### src/rtl/mod_arith_pkg.sv
// Shared types and helpers for the modular arithmetic datapath.
//   quarter_state_t : state encoding of the sequential modular divider
//   cnt_width()     : width of a counter that must hold values 0..shift
package mod_arith_pkg;

    typedef enum logic [1:0] {
        IDLE = 2'd0,
        RUN  = 2'd1,
        DONE = 2'd2
    } quarter_state_t;

    function automatic int cnt_width(input int shift);
        return (shift < 1) ? 1 : $clog2(shift + 1);
    endfunction

endpackage

### src/rtl/mod_halve_step.sv
// One modular halving step for an odd modulus: y = x * 2^-1 mod q.
// Combinational. Requires x < q and q odd; the result is then < q.
//   x : operand   (BITWIDTH)
//   q : modulus   (BITWIDTH, odd)
//   y : result    (BITWIDTH)
module mod_halve_step #(
    parameter int BITWIDTH = 8
) (
    input  logic [BITWIDTH-1:0] x,
    input  logic [BITWIDTH-1:0] q,
    output logic [BITWIDTH-1:0] y
);

    // One extra bit so x+q cannot wrap when q = 2^BITWIDTH-1.
    logic [BITWIDTH:0] sum;

    always_comb begin
        sum = {1'b0, x};
        if (x[0]) begin
            sum = {1'b0, x} + {1'b0, q};
        end
        y = BITWIDTH'(sum >> 1);
    end

endmodule

### src/rtl/mod_quarter_seq.sv
// Sequential modular divider by 2^SHIFT: oData = iData * (2^SHIFT)^-1 mod iQ.
// One modular halving per enabled cycle, start/valid handshake.
//   iClk   : clock, rising edge
//   iRstN  : asynchronous active-low reset
//   iEn    : clock enable, low freezes everything
//   iClr   : synchronous clear (only with iEn), beats iStart
//   iStart : start request, sampled with iData/iQ in IDLE or DONE
//   iData  : operand (must be < iQ)
//   iQ     : modulus (must be odd)
//   oBusy  : high while running
//   oValid : result valid, held until next accepted start or clear
//   oErr   : illegal operands, qualified by oValid
//   oData  : result
module mod_quarter_seq
    import mod_arith_pkg::*;
#(
    parameter int BITWIDTH = 8,
    parameter int SHIFT    = 2
) (
    input  logic                iClk,
    input  logic                iRstN,
    input  logic                iEn,
    input  logic                iClr,
    input  logic                iStart,
    input  logic [BITWIDTH-1:0] iData,
    input  logic [BITWIDTH-1:0] iQ,
    output logic                oBusy,
    output logic                oValid,
    output logic                oErr,
    output logic [BITWIDTH-1:0] oData
);

    localparam int CW = cnt_width(SHIFT);

    quarter_state_t      state;
    logic [BITWIDTH-1:0] x_reg;
    logic [BITWIDTH-1:0] q_reg;
    logic [BITWIDTH-1:0] x_next;
    logic [CW-1:0]       cnt;
    logic                operands_ok;

    mod_halve_step #(
        .BITWIDTH(BITWIDTH)
    ) u_halve (
        .x(x_reg),
        .q(q_reg),
        .y(x_next)
    );

    assign operands_ok = iQ[0] && (iData < iQ);

    always_ff @(posedge iClk or negedge iRstN) begin
        if (!iRstN) begin
            state  <= IDLE;
            x_reg  <= '0;
            q_reg  <= '0;
            cnt    <= '0;
            oBusy  <= 1'b0;
            oValid <= 1'b0;
            oErr   <= 1'b0;
            oData  <= '0;
        end else if (iEn) begin
            if (iClr) begin
                state  <= IDLE;
                x_reg  <= '0;
                q_reg  <= '0;
                cnt    <= '0;
                oBusy  <= 1'b0;
                oValid <= 1'b0;
                oErr   <= 1'b0;
                oData  <= '0;
            end else if (iStart && (state != RUN)) begin
                x_reg  <= iData;
                q_reg  <= iQ;
                cnt    <= CW'(SHIFT);
                oData  <= '0;
                if (operands_ok) begin
                    state  <= RUN;
                    oBusy  <= 1'b1;
                    oValid <= 1'b0;
                    oErr   <= 1'b0;
                end else begin
                    // Illegal operands skip RUN and report immediately.
                    state  <= DONE;
                    oBusy  <= 1'b0;
                    oValid <= 1'b1;
                    oErr   <= 1'b1;
                end
            end else begin
                case (state)
                    RUN: begin
                        x_reg <= x_next;
                        cnt   <= cnt - CW'(1);
                        if (cnt == CW'(1)) begin
                            state  <= DONE;
                            oBusy  <= 1'b0;
                            oValid <= 1'b1;
                            oData  <= x_next;
                        end
                    end
                    IDLE, DONE: begin
                    end
                    default: begin
                        state <= IDLE;
                    end
                endcase
            end
        end
    end

endmodule

### config.mk
export PLATFORM = sky130hd
export DESIGN_NAME = mod_quarter_seq
export DESIGN_NICKNAME = d
export VERILOG_FILES = /design/src/rtl/mod_arith_pkg.sv /design/src/rtl/mod_halve_step.sv /design/src/rtl/mod_quarter_seq.sv
export SDC_FILE = /design/constraint.sdc
export NUM_CORES = 1
export LEC_CHECK = 0
export BUFFER_PORTS_ARGS = -buffer_cell sky130_fd_sc_hd__buf_2
export CAP_MARGIN = 40
export CELL_PAD_IN_SITES_DETAIL_PLACEMENT = 1
export CELL_PAD_IN_SITES_GLOBAL_PLACEMENT = 1
export CORE_ASPECT_RATIO = 0.8
export CORE_MARGIN = 5
export CORE_UTILIZATION = 45
export CTS_BUF_LIST = sky130_fd_sc_hd__clkbuf_8
export CTS_CLUSTER_DIAMETER = 80
export CTS_CLUSTER_SIZE = 40
export DETAILED_ROUTE_END_ITERATION = 8
export PLACE_DENSITY_LB_ADDON = 0.1
export SYNTH_ARGS = -nofsm -noshare
export SYNTH_HDL_FRONTEND = slang
export SYNTH_SLANG_ARGS = --single-unit
### constraint.sdc
create_clock -name iClk -period 3.2 [get_ports iClk]
set_input_delay 0.8 -clock iClk [delete_from_list [all_inputs] [get_ports iClk]]
set_output_delay 0.8 -clock iClk [all_outputs]
set_load 0.02 [all_outputs]
## Word level (Yosys, flattened, before mapping)

Cells that the tools add are included.
Widths: inputs -> output; s select.

| cells by class | value |
|---|---|
| $add $sub $neg | 2 |
| $lt $le $gt $ge | 1 |
| equality and inequality tests | 6 |
| muxes and demuxes | 30 |
| reduce and logical (&&, ||, !) cells | 11 |

Operators by type and width:

| operator | number |
|---|---|
| $mux 8 | 9 |
| $mux 2 | 7 |
| $mux 1 | 12 |
| $add 8x8->9 | 1 |
| $mux 9 | 1 |
| $lt 8x8->1 | 1 |
| $reduce_and 3->1 | 2 |
| $reduce_bool 3->1 | 2 |
| $eq 2x1->1 const B | 2 |
| $ne 4x4->1 const B | 1 |
| $pmux 2 s2 | 1 |
| $reduce_and 2->1 | 2 |
| $ne 3x3->1 const B | 1 |
| $eq 2x2->1 const B | 1 |
| $logic_and 1x1->1 | 2 |
| $logic_not 2->1 | 1 |
| $ne 2x1->1 const B | 1 |
| $reduce_bool 2->1 | 1 |
| $reduce_or 2->1 | 1 |
| $sub 2x1->2 const B | 1 |

| word-level totals | value |
|---|---|
| register bits | 31 |
| input bits | 21 |
| output and inout bits | 11 |
| logic and storage cells | 58 |

## Longest topological paths before layout

Gate-level depths: netlist of run 1.

| depth | value |
|---|---|
| depth after elaboration | 6 |
| depth in mapped cells | 8 |
| depth with buffers taken out | 7 |

## Cells and area by module

From an unflattened synthesis of run 1, not the netlist that was laid out.

| unflattened totals | value |
|---|---|
| cells, all modules | 223 |
| area total of the unflattened synthesis | 2055.7 um2 |

By module, submodules not included:

| module | times used | cells an instance | area each (um2) | seq. area each (um2) |
|---|---|---|---|---|
| mod_quarter_seq | 1 | 169 | 1647.8 | 775.7 |
| mod_halve_step | 1 | 54 | 407.9 | 0.0 |

## Worst setup path after synthesis of run 1

Ideal clock, no wire load.

| timing path | value |
|---|---|
| path kind | register -> register |
| from | register x_reg[0] |
| to | register x_reg[3] |
| library setup time | 0.065 ns |
| arrival | 2.168 ns |
| required time | 3.135 ns |
| setup slack | 0.967 ns |
| cell stages (with the launch flop) | 9 |
| cells stage by stage | dfrtp_1 buf_2 and2_1 fa_1 a211o_2 a21oi_1 a22oi_1 a2111oi_0 a21o_1 |

| on the way | value |
|---|---|
| longest elaborated chain between the ends | 5 |

RTL lines:

| item | RTL line | text |
|---|---|---|
| start: declaration | mod_quarter_seq.sv:36 | `logic [BITWIDTH-1:0] x_reg;` |
| start signal: assignment | mod_quarter_seq.sv:73 | `x_reg <= iData;` |
| start signal: assignment | mod_quarter_seq.sv:92 | `x_reg <= x_next;` |
| $add 8x8->9 | mod_halve_step.sv:20 | `sum = {1'b0, x} + {1'b0, q};` |
| $mux 9 * | mod_halve_step.sv:19 | `if (x[0]) begin` |
| $mux 8 * | mod_quarter_seq.sv:90 | `case (state)` |
| $mux 8 * | mod_quarter_seq.sv:72 | `end else if (iStart && (state != RUN)) begin` |
| $mux 8 * | mod_quarter_seq.sv:63 | `if (iClr) begin` |

Every way passes the cells marked *; elsewhere a longest branch is shown, timed or not. The select of a mux whose other input is x is not followed.
A chain may end at the register's enable or synchronous reset.

## Final worst setup path of run 1

| timing path | value |
|---|---|
| from | register q_reg[0] |
| to | register x_reg[3] |

| on the way | value |
|---|---|
| longest elaborated chain between the ends | 5 |

RTL lines:

| item | RTL line | text |
|---|---|---|
| start: declaration | mod_quarter_seq.sv:37 | `logic [BITWIDTH-1:0] q_reg;` |
| start signal: assignment | mod_quarter_seq.sv:74 | `q_reg <= iQ;` |
| $add 8x8->9 | mod_halve_step.sv:20 |  |
| $mux 9 | mod_halve_step.sv:19 |  |
| $mux 8 | mod_quarter_seq.sv:90 |  |
| $mux 8 | mod_quarter_seq.sv:72 |  |
| $mux 8 | mod_quarter_seq.sv:63 |  |

Every way passes these cells. The select of a mux whose other input is x is not followed.

==> results of run 1 <==
==> kinds of logic (layout without fill, tap and decap cells) <==
family	after synthesis	count (layout)	share of synthesized area
AO/OA/AOI/OAI	88	88	0.313
XOR/XNOR	1	1	0.00409
adder cells (fa/ha/maj)	16	16	0.0971
buffers and inverters	34	64	0.0667
flip-flops	31	31	0.363
multiplexers	3	3	0.0146
AND/OR/NAND/NOR	60	60	0.142
==> how the worst max path moves through the flow <==
| stage | end | start |
|---|---|---|
| 2_1_floorplan | x_reg[3]$_DFFE_PN0P_ | x_reg[0]$_DFFE_PN0P_ |
| 3_3_place_gp | oData[1]$_DFFE_PN0P_ | iStart |
| 3_5_place_dp | oData[1]$_DFFE_PN0P_ | iStart |
| 4_1_cts | x_reg[3]$_DFFE_PN0P_ | q_reg[0]$_DFFE_PN0P_ |
| 5_1_grt | x_reg[3]$_DFFE_PN0P_ | q_reg[0]$_DFFE_PN0P_ |
| 6_report | x_reg[3]$_DFFE_PN0P_ | q_reg[0]$_DFFE_PN0P_ |
==> power breakdown <==
part,internal (mW),switching [mW]
logic,0.134,0.211
clock network,0.196,0.150
registers,0.432,0.0391
==> synth_stat cells, types with 2 or more instances <==
| library cell | instances |
|---|---|
| a311oi_1 | 2 |
| a22o_1 | 2 |
| a2111oi_0 | 4 |
| nand2_1 | 28 |
| o31ai_1 | 6 |
| a21o_2 | 4 |
| a31o_2 | 3 |
| nand2b_1 | 4 |
| a21o_1 | 4 |
| nor3_1 | 3 |
| clkbuf_1 | 4 |
| nor2_1 | 7 |
| and2_1 | 2 |
| ha_1 | 15 |
| mux2i_1 | 2 |
| a21oi_1 | 8 |
| buf_2 | 6 |
| a211o_1 | 2 |
| a31oi_1 | 4 |
| inv_1 | 22 |
| a22oi_1 | 9 |
| o21a_1 | 4 |
| o41ai_1 | 2 |
| nor2b_1 | 5 |
| o21ai_0 | 14 |
| dfrtp_1 | 31 |
| o22ai_1 | 8 |
| and3_1 | 2 |
| a211oi_1 | 2 |
==> worst register-to-register path, delay by kind of cell, from the launching register on <==
kind | cells | cell delay (ns)
AND/OR/NAND/NOR | 1 | 0.17
AO/OA/AOI/OAI | 5 | 1.18
flip-flops | 1 | 0.42
adder cells (fa/ha/maj) | 1 | 0.42
==> per-layer routing <==
layer  share of wire  track usage  vias up
met3           0.054       0.0425        6
met4          0.0096       0.0477        0
li1                -            -      922
met2            0.42        0.297       44
met1            0.52        0.340      949
met5               0            0        -
==> area by class of cell <==
class	instances	share of cell area
multi-input combinational	168	0.501
sequential	31	0.318
inverter	22	0.0339
timing repair buffer	34	0.0729
tap	60	0.0308
clock inverter	1	0.00308
clock buffer	7	0.0395
==> stage by stage <==
step | util | area (um2) | std cells | hold WS (ns)
after floorplan | - | 2140 | 233 | 0.450
after global placement | 0.507 | 2330 | 315 | 0.458
after detailed placement | 0.507 | 2330 | 315 | 0.471
after CTS | 0.530 | 2440 | 323 | 0.487
after global routing | 0.530 | 2440 | 323 | 0.517
final | 0.530 | 2440 | 323 | 0.481
==> flow_summary_export.csv, run 1 <==
group,metric,value,unit
status,outcome,"finished, final reports clean",
critical_path,worstPathCellList,"and2_1 > fa_1 > a211o_2 > a21oi_1 > a22oi_1 > a2111oi_0 > a21o_1",
route,drt-pass1-iter-count,4,
cells_and_area,num_antenna_cells,0,
route,drcViolationCount,0,
critical_path,slowest_delay,0.46,ns
placed_design,dp_hpwl,4.74,mm
cells_and_area,num-fill-cells,571,
clocking,cts_inserted_buffers,5,
critical_path,start_kind,"flop",
critical_path,cp_top_family,"compound AO/OA/AOI/OAI gates",
floorplanning,start_util,0.465,
cells_and_area,nNetsFinal,299,
synth,synthesis.area,2140,um2
cells_and_area,final_cell_mix,"31 x dfrtp_1, 31 x buf_2, 28 x nand2_1",
placed_design,place_congestion,0.860,
clocking,cts_resized,0,
critical_path,critPathCaptureType,"flop",
synth,synth_top_area_frac,0.363,
global_routing,grt_pass1_vias,1954,
synth,synth_area_leader_cell,"dfrtp_1",
pwr,vdd_drop_max,255,uV
floorplanning,die_h,71.7,um
clocking,post_cts_buffers,0,
min_path,worstHoldEndpoint,"oData[4]$_DFFE_PN0P_",
critical_path,r2r_slack,0.93,ns
floorplanning,core_area,4600,um2
route,drt_iter0_drc,85,
synth,synth_nets,270,
floorplanning,die_area,6240,um2
global_routing,track_usage,0.215,
timing,timing.fmax,0.441,GHz
timing,skew,0.0102,ns
clocking,cts_hold_buf,0,
synth,synth_edf_count,0,
clocking,cts_buffer_depth,2,
synth,async_flop_share,1.00,
critical_path,required,3.41,ns
critical_path,r2r_cells,7,
cells_and_area,drive_gt1_frac,0.224,
route,via_per_inst,5.95,
critical_path,cp.arrival,2.48,ns
timing,tightest_slew,0.726,ns
cells_and_area,ff_latch_area,776,um2
global_routing,antenna_found_initial,0,
placed_design,pre_cts_slack,0.759,ns
synth,yosysWarnings,0,
clocking,path_clk_slew,0.07,ns
critical_path,regToRegStartpoint,"q_reg[0]$_DFFE_PN0P_",
pwr,p_total,1.16,mW
critical_path,critical_path_depth,7,
pwr,pwr_density_cell,477,nW/um2
critical_path,rr_endpoint,"x_reg[3]$_DFFE_PN0P_",
timing,finalSetupViolations,0,
floorplanning,row_count,22,
synth,syn_inst,233,
timing,max_slew_margin,0.516,
cells_and_area,multi_input_area,1220,um2
timing,fin_tns_setup,0,ns
timing,drv_slew,0,
critical_path,slowest_stage,"a2111oi_0",
floorplanning,pin_count,32,
global_routing,grt_pass1_wl,10.4,mm
cells_and_area,synthToLayoutAreaGrowth,13.9,%
clocking,h-tree-depth,2,
synth,synth-main-ff-cell,"dfrtp_1",
route,routed_wirelength,6.17,mm
global_routing,grt_overflow_total,0,
clocking,cts_tree,"built",
synth,syn_avg_cell_area,9.18,um2
synth,yosys-top-cells-area,"dfrtp_1 36%, ha_1 8.8%, nand2_1 4.9%, inv_1 3.9%, o21ai_0 3.3%",
route,detail_route.wl_per_cell,19.1,um
run,drv_cap,0,
pwr,power.leakage,1.20,nW
critical_path,worstSetupPathType,"reg -> reg",
clocking,clkLatencyLatePin,0.28,ns
timing,rsz0062_at_grt,"false",
route,drtAntennaViolNets,0,
placed_design,io_buffers,31,
timing,period_share,0.709,
timing,worst_slack,0.931,ns
clocking,root_buffer,"clkbuf_8",
timing,finalHoldViolCount,0,
timing,min_period,2.27,ns
clocking,clock-sinks,31,
min_path,hp-start,"oData[4]$_DFFE_PN0P_",
synth,ys_ff_latch,31,
critical_path,path_max_fanout,3,
global_routing,grt_max_degree,32,
min_path,worstHoldPathCells,2,
critical_path,worst-path-buf-inv,0,
route,via_count,1921,
synth,synth_cell_type_count,53,
synth,yosysSeqAreaShare,0.363,
min_path,min_path_type,"reg -> reg",
floorplanning,fp.dieW,87.1,um
Power figures use the tool's default switching activity.
==> run 2, diff against run 1 <==
- clock period: 3.2 -> 2.29 ns (I/O delays scaled with it)
==> run 2 against run 1 <==
Routed wire length increased by 3.5%. Largest cell class unchanged. Utilization increased by 1.1 points. Largest power group unchanged. Clock power increased by 41%. Clock-buffer cell count unchanged. Flip-flop and latch count unchanged. Sequential share of layout area decreased by 0.64 points.
==> flow_summary_export.csv, run 2 (synthesis gave the netlist of run 1 again) <==
group,metric,value,unit
status,outcome,"finished, final reports clean",
placed_design,place_congestion,0.810,
global_routing,antenna_found_initial,0,
timing,skew,0.00550,ns
critical_path,cp.arrival,2.45,ns
timing,fin_tns_setup,0,ns
cells_and_area,final_cell_mix,"31 x dfrtp_1, 31 x buf_2, 28 x nand2_1",
floorplanning,die_h,71.7,um
run,drv_cap,0,
timing,timing.fmax,0.450,GHz
floorplanning,start_util,0.465,
clocking,clkLatencyLatePin,0.28,ns
cells_and_area,nNetsFinal,304,
critical_path,critPathCaptureType,"flop",
clocking,h-tree-depth,2,
critical_path,r2r_cells,7,
timing,max_slew_margin,0.502,
pwr,pwr_density_cell,664,nW/um2
global_routing,grt_pass1_vias,1998,
critical_path,worstSetupPathType,"reg -> reg",
critical_path,cp_top_family,"compound AO/OA/AOI/OAI gates",
route,drt-pass1-iter-count,4,
clocking,cts_inserted_buffers,5,
pwr,power.leakage,1.22,nW
route,via_count,1954,
pwr,vdd_drop_max,334,uV
timing,worst_slack,0.0680,ns
floorplanning,row_count,22,
route,drt_iter0_drc,118,
timing,finalHoldViolCount,0,
critical_path,path_max_fanout,3,
global_routing,grt_pass1_wl,10.4,mm
timing,finalSetupViolations,0,
global_routing,grt_max_degree,32,
route,drtAntennaViolNets,0,
timing,period_share,0.970,
global_routing,grt_overflow_total,0,
clocking,cts_buffer_depth,2,
floorplanning,fp.dieW,87.1,um
floorplanning,die_area,6240,um2
timing,rsz0062_at_grt,"false",
cells_and_area,drive_gt1_frac,0.246,
cells_and_area,synthToLayoutAreaGrowth,16.2,%
route,routed_wirelength,6.38,mm
global_routing,track_usage,0.216,
pwr,p_total,1.65,mW
critical_path,required,2.51,ns
min_path,min_path_type,"in -> async",
critical_path,critical_path_depth,7,
route,detail_route.wl_per_cell,19.5,um
critical_path,worstPathCellList,"and2_1 > fa_1 > a211o_2 > a21oi_1 > a22oi_1 > a2111oi_1 > a21o_1",
route,via_per_inst,5.96,
placed_design,pre_cts_slack,0.0963,ns
floorplanning,pin_count,32,
placed_design,io_buffers,31,
critical_path,slowest_delay,0.43,ns
cells_and_area,num-fill-cells,541,
clocking,clock-sinks,31,
cells_and_area,num_antenna_cells,0,
floorplanning,core_area,4600,um2
clocking,root_buffer,"clkbuf_8",
clocking,cts_tree,"built",
route,drcViolationCount,0,
timing,tightest_slew,0.748,ns
placed_design,dp_hpwl,4.88,mm
critical_path,slowest_stage,"fa_1",
clocking,path_clk_slew,0.07,ns
clocking,cts_hold_buf,0,
timing,drv_slew,0,
critical_path,start_kind,"flop",
timing,min_period,2.22,ns
critical_path,worst-path-buf-inv,0,
[run 2: cell count changes in the layout (fill, tap and decap cells not counted), sizes merged]
cell  change
buf       +5
[run 2: path summary, 6_finish.rpt]
kind / startpoint / to / slack, ns
worst max-delay path: q_reg[0]$_DFFE_PN0P_ / x_reg[3]$_DFFE_PN0P_ / 0.07
worst max register to register: q_reg[0]$_DFFE_PN0P_ / x_reg[3]$_DFFE_PN0P_ / 0.07
min in group iClk: oData[2]$_DFFE_PN0P_ / oData[2]$_DFFE_PN0P_ / 0.47
max in group asynchronous: iRstN / x_reg[5]$_DFFE_PN0P_ / 1.46
worst min register to register: oData[2]$_DFFE_PN0P_ / oData[2]$_DFFE_PN0P_ / 0.47
worst min-delay path: iRstN / oBusy$_DFFE_PN0P_ / 0.35
[run 2: cell type report]
class,instances,area [um2],share of cell area
repair buffers,39,215,0.0866
clock inverters,1,7.51,0.00302
clock buffers,7,96.3,0.0388
multi-input cells,168,1230,0.496
flip-flops and latches,31,776,0.312
inverters,22,82.6,0.0332
well taps,60,75.1,0.0302
[run 2: worst register-to-register path: cells and delay by family (launching register included)]
family	cells	cell delay, ns
simple gates	1	0.16
fa+ha+maj	1	0.43
flops	1	0.42
compound gates	5	1.15
[run 2: repair_timing]
item | in CTS | in global routing
buffers inserted | 0 | 0
gates resized for setup | 0 | 4
endpoints found under the setup margin | 0 | 4
[run 2: through the flow]
stage	instance area, um2	hold WS (ns)	util	instances
after global placement	2370	0.448	0.516	320
after CTS	2470	0.373	0.538	328
after detailed placement	2370	0.456	0.516	320
final	2490	0.353	0.541	328
after floorplan	2140	0.277	-	233
after global routing	2490	0.399	0.541	328
[run 2: routing by layer]
metal	global-route usage	up-vias	routed length (um)	share of wire
li1	-	929	-	-
met1	0.309	977	3130	0.49
met2	0.337	43	2920	0.46
met3	0.0483	5	301	0.047
met4	0.0392	0	29	0.0045
met5	0	-	0	0
[run 2: power breakdown]
part	total [mW]	switching, mW	internal (mW)
registers	0.656	0.0529	0.603
logic	0.508	0.306	0.202
clock network	0.488	0.214	0.273
==> run 3, diff against run 2 <==
- PLACE_DENSITY: unset -> 0.87
- PLACE_DENSITY_LB_ADDON: 0.1 -> unset
- SLEW_MARGIN: unset -> 5
==> run 3 against run 2 <==
Clock power shrank 12%. Sequential share of layout area increased by 0.51 points. Design area fell by 1.6%. Critical endpoint unchanged. Global-route usage grew 0.079 points. Cell count shrank 0.30%. Combinational power is 2% lower. Largest power group unchanged. Register-to-register slack better by 0.05 ns. Sequential power is essentially flat. Via count up 2.0%. Non-clock buffer count decreased by 1. Utilization fell by 0.87 points.
==> flow_summary_export.csv, run 3 (synthesis gave the netlist of run 1 again) <==
group,metric,value,unit
status,outcome,"finished, final reports clean",
route,routed_wirelength,6.28,mm
timing,timing.fmax,0.461,GHz
cells_and_area,synthToLayoutAreaGrowth,14.3,%
route,drt_iter0_drc,192,
clocking,cts_inserted_buffers,5,
pwr,p_total,1.58,mW
run,drv_cap,0,
pwr,pwr_density_cell,647,nW/um2
pwr,power_switching,0.579,mW
clocking,cts_buffer_depth,2,
placed_design,io_buffers,31,
cells_and_area,stdcell_count,327,
global_routing,grt_pass1_wl,10.4,mm
critical_path,worstSetupPathType,"reg -> reg",
pwr,p_seq_frac,0.415,
floorplanning,row_count,22,
pwr,p_sw_frac,0.366,
pwr,pwr-share-clk,0.270,
timing,finalHoldViolCount,0,
floorplanning,core_area,4600,um2
placed_design,place_congestion,0.985,
cells_and_area,nNetsFinal,303,
route,via_count,1993,
pwr,power.leakage,1.22,nW
route,drcViolationCount,0,
timing,hold_ws,0.329,ns
critical_path,critPathCaptureType,"flop",
route,drt-pass1-iter-count,5,
global_routing,antenna_found_initial,0,
route,drtAntennaViolNets,0,
cells_and_area,multi_input_area,1220,um2
global_routing,track_usage,0.217,
cells_and_area,ff_latch_area,776,um2
timing,drv_slew,0,
clocking,clkLatencyLatePin,0.30,ns
timing,tightest_slew,0.730,ns
critical_path,path_max_fanout,3,
clocking,root_buffer,"clkbuf_8",
clocking,path_clk_slew,0.07,ns
global_routing,grt_overflow_total,0,
cells_and_area,drive_gt1_frac,0.228,
min_path,min_path_type,"in -> async",
timing,min_period,2.17,ns
timing,worst_slack,0.123,ns
placed_design,pre_cts_slack,0.111,ns
clocking,post_cts_buffers,0,
pwr,power_frac_comb,0.315,
global_routing,grt_pass1_vias,2003,
critical_path,cp.arrival,2.41,ns
floorplanning,die_h,71.7,um
clocking,cts_tree,"built",
placed_design,dp_hpwl,4.78,mm
floorplanning,fp.dieW,87.1,um
floorplanning,die_area,6240,um2
timing,fin_tns_setup,0,ns
timing,rsz0062_at_grt,"false",
floorplanning,start_util,0.465,
pwr,vdd_drop_max,432,uV
timing,finalSetupViolations,0,
timing,skew,0.00451,ns
global_routing,grt_max_degree,32,
cells_and_area,final_cell_mix,"31 x dfrtp_1, 31 x buf_2, 28 x nand2_1",
floorplanning,pin_count,32,
route,detail_route.wl_per_cell,19.2,um
clocking,h-tree-depth,2,
route,via_per_inst,6.09,
cells_and_area,num-fill-cells,554,
critical_path,start_kind,"flop",
placed_design,place_inst,319,
clocking,clock-sinks,31,
pwr,internal_power,1.00,mW
timing,period_share,0.946,
critical_path,required,2.53,ns
timing,max_slew_margin,0.513,
cells_and_area,num_antenna_cells,0,
## run 3: cell types whose count changed in the layout (fill, tap and decap cells not counted)
cell	previous run	this run
buf_4	8	7
inv_1	22	24
a311oi_1	1	2
clkbuf_8	7	5
clkinvlp_4	1	0
a311oi_2	1	0
a21oi_2	2	1
clkinv_2	0	1
a21oi_1	7	8
## run 3: critical path, stage by stage (launching register included)
cell and delay (ns):
dfrtp_1 0.41, and2_1 0.16, fa_1 0.43, a211o_2 0.34
a21oi_1 0.13, a22oi_1 0.11, a2111oi_1 0.42, a21o_1 0.12
## run 3: stage by stage
step,area [um2],utilization
floorplan,2140,-
global placement,2360,0.514
detailed placement,2360,0.514
CTS,2440,0.532
global route,2450,0.532
finish,2450,0.532
## run 3: power groups by stage
stage	Sequential (mW)	Clock [mW]	Combinational (mW)
6_report	0.656	0.427	0.499
2_1_floorplan	0.666	0	0.327
4_1_cts	0.655	0.429	0.493
3_3_place_gp	0.661	0	0.473
5_1_grt	0.662	0.466	0.555
3_5_place_dp	0.664	0	0.490
## run 3: worst paths after layout
path,from,end,slack (ns),depth (start not counted)
worst max-delay path,q_reg[0]$_DFFE_PN0P_,x_reg[3]$_DFFE_PN0P_,0.12,7
worst min-delay path,iRstN,oData[1]$_DFFE_PN0P_,0.33,1
worst max register to register,q_reg[0]$_DFFE_PN0P_,x_reg[3]$_DFFE_PN0P_,0.12,7
worst min register to register,oData[2]$_DFFE_PN0P_,oData[2]$_DFFE_PN0P_,0.47,2
max in group asynchronous,iRstN,q_reg[1]$_DFFE_PN0P_,1.49,1
min in group iClk,oData[2]$_DFFE_PN0P_,oData[2]$_DFFE_PN0P_,0.47,2
## run 3: area by class of cell
type,instances,share of cell area
tap,60,0.0307
clock inverter,3,0.00512
clock buffer,5,0.0281
sequential,31,0.317
timing repair buffer,38,0.0849
inverter,22,0.0338
multi-input combinational,168,0.500
## run 3: timing repair
item                                    CTS  global route
endpoints found under the setup margin    0             2
gates resized for setup                   0             2
hold buffers                              0             0
## run 3: per-layer routing
metal	vias up	GRT usage	wire length [um]
li1	932	-	-
met1	996	0.311	3140
met2	52	0.312	2660
met3	13	0.0655	386
met4	0	0.0647	98
met5	-	0	0
